===== src/rtl/tlul_pkg.sv =====
// rtl/tlul_pkg.sv - TL-UL channel structs and opcode constants shared by device adapters
package tlul_pkg;

    localparam logic [2:0] OP_PUT_FULL       = 3'd0;
    localparam logic [2:0] OP_PUT_PARTIAL    = 3'd1;
    localparam logic [2:0] OP_GET            = 3'd4;
    localparam logic [2:0] OP_ACCESS_ACK     = 3'd0;
    localparam logic [2:0] OP_ACCESS_ACK_DAT = 3'd1;

    typedef struct packed {
        logic        a_valid;
        logic [2:0]  a_opcode;
        logic [1:0]  a_size;
        logic [7:0]  a_source;
        logic [31:0] a_address;
        logic [3:0]  a_mask;
        logic [31:0] a_data;
        logic        d_ready;
    } tl_h2d_t;

    typedef struct packed {
        logic        d_valid;
        logic [2:0]  d_opcode;
        logic [2:0]  d_param;
        logic [1:0]  d_size;
        logic [7:0]  d_source;
        logic        d_sink;
        logic [31:0] d_data;
        logic        d_error;
        logic        a_ready;
    } tl_d2h_t;

endpackage


===== src/rtl/tlul_dev_req_chk.sv =====
// rtl/tlul_dev_req_chk.sv - combinational legality check of a TL-UL A-channel request
module tlul_dev_req_chk
    import tlul_pkg::*;
(
    input  logic [2:0]  opcode,
    input  logic [1:0]  size,
    input  logic [31:0] address,
    input  logic [3:0]  mask,
    input  logic [31:0] base_addr,
    input  logic [31:0] addr_mask,
    output logic        err
);

    logic       is_write;
    logic       bad_op;
    logic       bad_size;
    logic       misaligned;
    logic       out_of_region;
    logic       bad_full_mask;
    logic       empty_write;
    logic [3:0] full_mask;

    always_comb begin
        is_write   = (opcode == OP_PUT_FULL) || (opcode == OP_PUT_PARTIAL);
        bad_op     = !(is_write || (opcode == OP_GET));
        bad_size   = (size > 2'd2);
        misaligned = 1'b0;
        full_mask  = 4'hF;
        case (size)
            2'd0: full_mask = 4'b0001 << address[1:0];
            2'd1: begin
                misaligned = address[0];
                full_mask  = 4'b0011 << {address[1], 1'b0};
            end
            default: misaligned = |address[1:0];
        endcase
        out_of_region = ((address & ~addr_mask) != base_addr);
        bad_full_mask = (opcode == OP_PUT_FULL) && (mask != full_mask);
        empty_write   = is_write && (mask == 4'h0);
        err = bad_op | bad_size | misaligned | out_of_region | bad_full_mask | empty_write;
    end

endmodule


===== src/rtl/tlul_dev_adapter.sv =====
// rtl/tlul_dev_adapter.sv - TL-UL device responder driving a single-outstanding register bus
module tlul_dev_adapter
    import tlul_pkg::*;
#(
    parameter logic [31:0] BaseAddr      = 32'h4008_0000,
    parameter logic [31:0] AddrMask      = 32'h0000_FFFF,
    parameter int unsigned TimeoutCycles = 16
) (
    input  logic        clk_i,
    input  logic        rst_i,
    input  tl_h2d_t     tl_i,
    output tl_d2h_t     tl_o,
    output logic        reg_req_o,
    output logic        reg_we_o,
    output logic [31:0] reg_addr_o,
    output logic [31:0] reg_wdata_o,
    output logic [3:0]  reg_be_o,
    input  logic [31:0] reg_rdata_i,
    input  logic        reg_error_i,
    input  logic        reg_ack_i
);

    typedef enum logic [1:0] {
        IDLE,
        ACCESS,
        RESP
    } state_e;

    localparam logic [15:0] TMO_LAST = 16'(TimeoutCycles - 1);

    state_e      state_q;
    logic [15:0] tmo_cnt_q;
    logic        req_get_q;
    logic [1:0]  req_size_q;
    logic [7:0]  req_source_q;
    logic        d_valid_q;
    logic [2:0]  d_opcode_q;
    logic [1:0]  d_size_q;
    logic [7:0]  d_source_q;
    logic [31:0] d_data_q;
    logic        d_error_q;

    logic        chk_err;
    logic        a_is_get;
    logic        acc_done;
    logic        acc_err;

    tlul_dev_req_chk u_req_chk (
        .opcode    (tl_i.a_opcode),
        .size      (tl_i.a_size),
        .address   (tl_i.a_address),
        .mask      (tl_i.a_mask),
        .base_addr (BaseAddr),
        .addr_mask (AddrMask),
        .err       (chk_err)
    );

    assign a_is_get = (tl_i.a_opcode == OP_GET);
    // A missing ack at the last counted cycle is a timeout and reports as an error.
    assign acc_done = reg_ack_i || (tmo_cnt_q == TMO_LAST);
    assign acc_err  = reg_ack_i ? reg_error_i : 1'b1;

    always_ff @(posedge clk_i) begin
        if (rst_i) begin
            state_q      <= IDLE;
            tmo_cnt_q    <= '0;
            req_get_q    <= 1'b0;
            req_size_q   <= '0;
            req_source_q <= '0;
            d_valid_q    <= 1'b0;
            d_opcode_q   <= '0;
            d_size_q     <= '0;
            d_source_q   <= '0;
            d_data_q     <= '0;
            d_error_q    <= 1'b0;
            reg_req_o    <= 1'b0;
            reg_we_o     <= 1'b0;
            reg_addr_o   <= '0;
            reg_wdata_o  <= '0;
            reg_be_o     <= '0;
        end else begin
            case (state_q)
                IDLE: begin
                    if (tl_i.a_valid) begin
                        req_get_q    <= a_is_get;
                        req_size_q   <= tl_i.a_size;
                        req_source_q <= tl_i.a_source;
                        if (chk_err) begin
                            state_q    <= RESP;
                            d_valid_q  <= 1'b1;
                            d_opcode_q <= a_is_get ? OP_ACCESS_ACK_DAT : OP_ACCESS_ACK;
                            d_size_q   <= tl_i.a_size;
                            d_source_q <= tl_i.a_source;
                            d_data_q   <= a_is_get ? 32'hFFFF_FFFF : 32'h0;
                            d_error_q  <= 1'b1;
                        end else begin
                            state_q     <= ACCESS;
                            tmo_cnt_q   <= '0;
                            reg_req_o   <= 1'b1;
                            reg_we_o    <= !a_is_get;
                            reg_addr_o  <= {tl_i.a_address[31:2] & AddrMask[31:2], 2'b00};
                            reg_wdata_o <= tl_i.a_data;
                            reg_be_o    <= tl_i.a_mask;
                        end
                    end
                end
                ACCESS: begin
                    if (acc_done) begin
                        state_q    <= RESP;
                        reg_req_o  <= 1'b0;
                        d_valid_q  <= 1'b1;
                        d_opcode_q <= req_get_q ? OP_ACCESS_ACK_DAT : OP_ACCESS_ACK;
                        d_size_q   <= req_size_q;
                        d_source_q <= req_source_q;
                        d_error_q  <= acc_err;
                        if (!req_get_q) begin
                            d_data_q <= 32'h0;
                        end else if (acc_err) begin
                            d_data_q <= 32'hFFFF_FFFF;
                        end else begin
                            d_data_q <= reg_rdata_i;
                        end
                    end else begin
                        tmo_cnt_q <= tmo_cnt_q + 16'd1;
                    end
                end
                RESP: begin
                    if (tl_i.d_ready) begin
                        state_q    <= IDLE;
                        d_valid_q  <= 1'b0;
                        d_opcode_q <= '0;
                        d_size_q   <= '0;
                        d_source_q <= '0;
                        d_data_q   <= '0;
                        d_error_q  <= 1'b0;
                    end
                end
                default: state_q <= IDLE;
            endcase
        end
    end

    always_comb begin
        tl_o          = '0;
        tl_o.a_ready  = (state_q == IDLE) && !rst_i;
        tl_o.d_valid  = d_valid_q;
        tl_o.d_opcode = d_opcode_q;
        tl_o.d_size   = d_size_q;
        tl_o.d_source = d_source_q;
        tl_o.d_data   = d_data_q;
        tl_o.d_error  = d_error_q;
    end

endmodule


===== config.mk =====
export PLATFORM = sky130hd
export DESIGN_NAME = tlul_dev_adapter
export DESIGN_NICKNAME = d
export VERILOG_FILES = /design/src/rtl/tlul_pkg.sv /design/src/rtl/tlul_dev_req_chk.sv /design/src/rtl/tlul_dev_adapter.sv
export SDC_FILE = /design/constraint.sdc
export NUM_CORES = 1
export LEC_CHECK = 0
export CELL_PAD_IN_SITES_DETAIL_PLACEMENT = 1
export CELL_PAD_IN_SITES_GLOBAL_PLACEMENT = 1
export CORE_MARGIN = 10
export CORE_UTILIZATION = 29
export DETAILED_ROUTE_END_ITERATION = 12
export PLACE_DENSITY_LB_ADDON = 0.1
export SLEW_MARGIN = 10
export SYNTH_ARGS = -nofsm -noshare
export SYNTH_HDL_FRONTEND = slang
export SYNTH_HIERARCHICAL = 1
export SYNTH_SLANG_ARGS = --single-unit

===== constraint.sdc =====
create_clock -name clk_i -period 3 [get_ports clk_i]
set_input_delay 0.45 -clock clk_i [delete_from_list [all_inputs] [get_ports clk_i]]
set_output_delay 0.45 -clock clk_i [all_outputs]
set_load 0.02 [all_outputs]

==> impl_metrics.tcl <==
set metrics [dict create \
    status "finished with violations" \
    violations "negative setup slack" \
    relSlewSlack_pct 56.5 \
    postRouteAntennaNets 0 \
    worst_ep_required_time_ns 3.34 \
    r2r_end "tmo_cnt_q[10]" \
    drv_cap 0 \
    cp_max_fo 4 \
    worst_slack_ns -0.0803 \
    hold_ws_ns 0.360 \
    hold_end "reg_be_o[3]" \
    r2r_slack_ns 0.63 \
    fmax_mhz 325 \
    hold_path_depth 3 \
    gp_congestion 0.749 \
    dieArea_mm2 0.0297 \
    ys_warn_count 6 \
    ys_seq_elements 126 \
    cellPowerDensity_mw_per_mm2 450 \
    firstDrtPassIters 4 \
    synth_fa_ha_area_share_pct 0.931 \
    synth-xor-area-share_pct 3.91 \
    route.detailed.drc 0 \
    cts.sinks 126 \
    stdcell_area_mm2 0.0104 \
    io_buffers 216 \
    nFillCells 2675 \
    syn2layout_area_growth_pct 54.9 \
    grt_use_total_pct 15.3 \
    ff2ff_path_depth 8 \
    clock_tree.root_cell "clkbuf_16" \
    synthMuxAreaShare_pct 9.93 \
    cp-startpoint "tl_i[37]" \
    clock_path_buffers 2 \
    fin_crit_ns 3.08 \
    die_h_um 172 \
    synth.cell_area_mm2 0.00672 \
    setup.worst_path.class "input pin to flip-flop" \
    grt_first_pass_wirelength_mm 36.2 \
    layout-drive-gt1-share_pct 14.9 \
    synthCells 803 \
    hold_path_class "input pin to flip-flop" \
    drv_slew 0 \
    grt_max_degree 59 \
    synth_top_family_by_area "simple AND/OR/NAND/NOR gates" \
    rsz0062_at_grt "true" \
    r2r-start "state_q[1]" \
    post-route-period-util_pct 103 \
    viasPerCell 4.60 \
    final-setup-viol-count 1 \
    synth_top_area_cell "dfxtp_1" \
    critical_path_arrival_ns 3.42 \
    end_kind "flip-flop" \
    grt_overflow 0 \
    rows 55 \
    io_pins 241 \
    wl_per_cell_um 16.8 \
    synth_top_area_share_pct 37.5 \
    leakagePower_nw 3.93 \
    nets 1221 \
    yosys-top-cells-count "nand2_1 (128), dfxtp_1 (126), a21oi_1 (116), nor2b_1 (65), clkbuf_1 (45)" \
    core_area_mm2 0.0227 \
    ys_seq_area_share_pct 37.5 \
    htree_levels 4 \
    pre_cts_ws_ns -0.771 \
    cts_made_buffers 17 \
    ys_async_sr_fraction_pct 0 \
    die_w_um 172 \
    dp_hpwl_mm 16.9 \
    synth-simple-area-share_pct 24.8 \
    routed_wl_mm 23.5 \
    setup_tns_ns -0.0803 \
    antenna_found_initial 4 \
    worstMarginPinSlew_ns 0.652 \
    cts_tree "yes" \
    synth_cell_types 53 \
    start_util_pct 29.6 \
    ys.flop_type "dfxtp_1" \
    synth_most_common_cell "nand2_1" \
    drtIter0Drc 232 \
    finalHoldViolations 0 \
    crit_path_start_kind "input pin" \
    synth_area_per_cell_um2 8.37 \
    grt_pass1_vias 6639 \
    post-route-util_pct 45.8 \
    min_from "tl_i[36]" \
    ir_drop_uv 322 \
    synthTopCellsByArea "dfxtp_1 (38%), mux2_4 (8.9%), a21oi_1 (8.6%)" \
    dpl_cell_area_mm2 0.00959 \
    clk_latency_ns 0.41 \
    via_count 6426 \
    synth_edf_count 0 \
    path_clk_slew_ns 0.06 \
    synth_compound_area_share_pct 15.7 \
    skew_ns 0.0111 \
]
-- metrics by stage --
| stage | instances | power (mW) |
|---|---|---|
| floorplan | 892 | 2.21 |
| global placement | 1359 | 2.54 |
| detailed placement | 1359 | 2.54 |
| CTS | 1393 | 4.73 |
| global route | 1397 | 4.90 |
| finish | 1397 | 4.68 |
-- flip-flops by register name (all words and copies together) (netlist names) --
signal and count:
d_size_q 2, d_error_q 1, reg_wdata_o 32, reg_req_o 1
req_size_q 2, reg_be_o 4, d_source_q 8, req_get_q 1
d_valid_q 1, reg_addr_o 14, tmo_cnt_q 16, state_q 2
d_opcode_q 1, reg_we_o 1, req_source_q 8, d_data_q 32
-- layout make-up --
cell class	instances	area, um2	share of cell area, %
Inverter	13	48.8	0.469
Sequential cell	126	2520	24.2
Tap cell	285	357	3.43
Timing Repair Buffer	265	2650	25.5
Clock buffer	18	439	4.22
Clock inverter	13	163	1.56
Multi-Input combinational cell	674	4220	40.5
Antenna cell	3	7.51	0.0721
-- kinds of logic (layout without fill, tap and decap cells) --
logic type      after synthesis  in the layout
fa+ha+maj                     5              5
buf+inv                      92            309
simple gates                313            313
compound gates              189            189
flops                       126            126
xor+xnor                     30             30
mux                          46             46
other cells                   2             94
-- power by group --
part / switching, mW / internal (mW) / leakage (nW)
logic: 0.373 / 0.426 / 2.62
registers: 0.0219 / 1.72 / 1.02
clock network: 0.812 / 1.33 / 0.289
-- how the worst max path moves through the flow --
stage	endpoint	slack, ns	depth (start not counted)
after global routing	tmo_cnt_q[10]	-0.19	12
after floorplan	tmo_cnt_q[11]	-0.07	9
after detailed placement	d_data_q[24]	-0.77	14
after CTS	tmo_cnt_q[9]	-0.11	11
after global placement	d_source_q[2]	-0.72	14
final	tmo_cnt_q[10]	-0.08	11
-- worst max-delay path: stages --
cell and delay [ns]:
dlygate4sd2_1 0.28, nand3b_1 0.11, o211ai_1 0.11, or4_4 0.53
or4_4 0.57, nand2b_4 0.16, a221o_1 0.36, buf_6 0.13
buf_6 0.11, or4_4 0.47, a21oi_2 0.13
-- per-layer routing --
layer / global-route usage [%] / routed length [um] / up-vias
li1: - / - / 3238
met1: 18.1 / 10000 / 3009
met2: 24.6 / 11000 / 162
met3: 7.32 / 2270 / 15
met4: 3.75 / 152 / 2
met5: 0 / 20 / -
-- layout by cell type, fill, tap and decap left out, types with 5 or more instances in the layout --
cell / n
clkdlybuf4s50_1: 195
nand2_1: 128
dfxtp_1: 126
a21oi_1: 114
conb_1: 91
nor2b_1: 59
mux2_4: 40
buf_4: 38
o21ai_0: 35
nand2b_1: 30
xnor2_1: 28
nand3_1: 20
clkbuf_16: 19
nand4_1: 14
inv_1: 12
nor2_1: 10
or4_4: 8
o31ai_1: 8
dlymetal6s2s_1: 7
buf_6: 7
or4_1: 6
o211ai_1: 6
buf_12: 6
mux2_2: 5
nor4_1: 5
ha_1: 5
dlygate4sd2_1: 5
nor2b_4: 5
-- timing repair --
action                     CTS  global route
setup buffers                4             0
pin swaps                   24            21
gates cloned                 0             2
hold endpoints to repair     0             0
hold buffers                 0             0
resized for setup           50            23
setup endpoints to repair   61            61
Note: power is estimated with default switching activity, not from simulation.
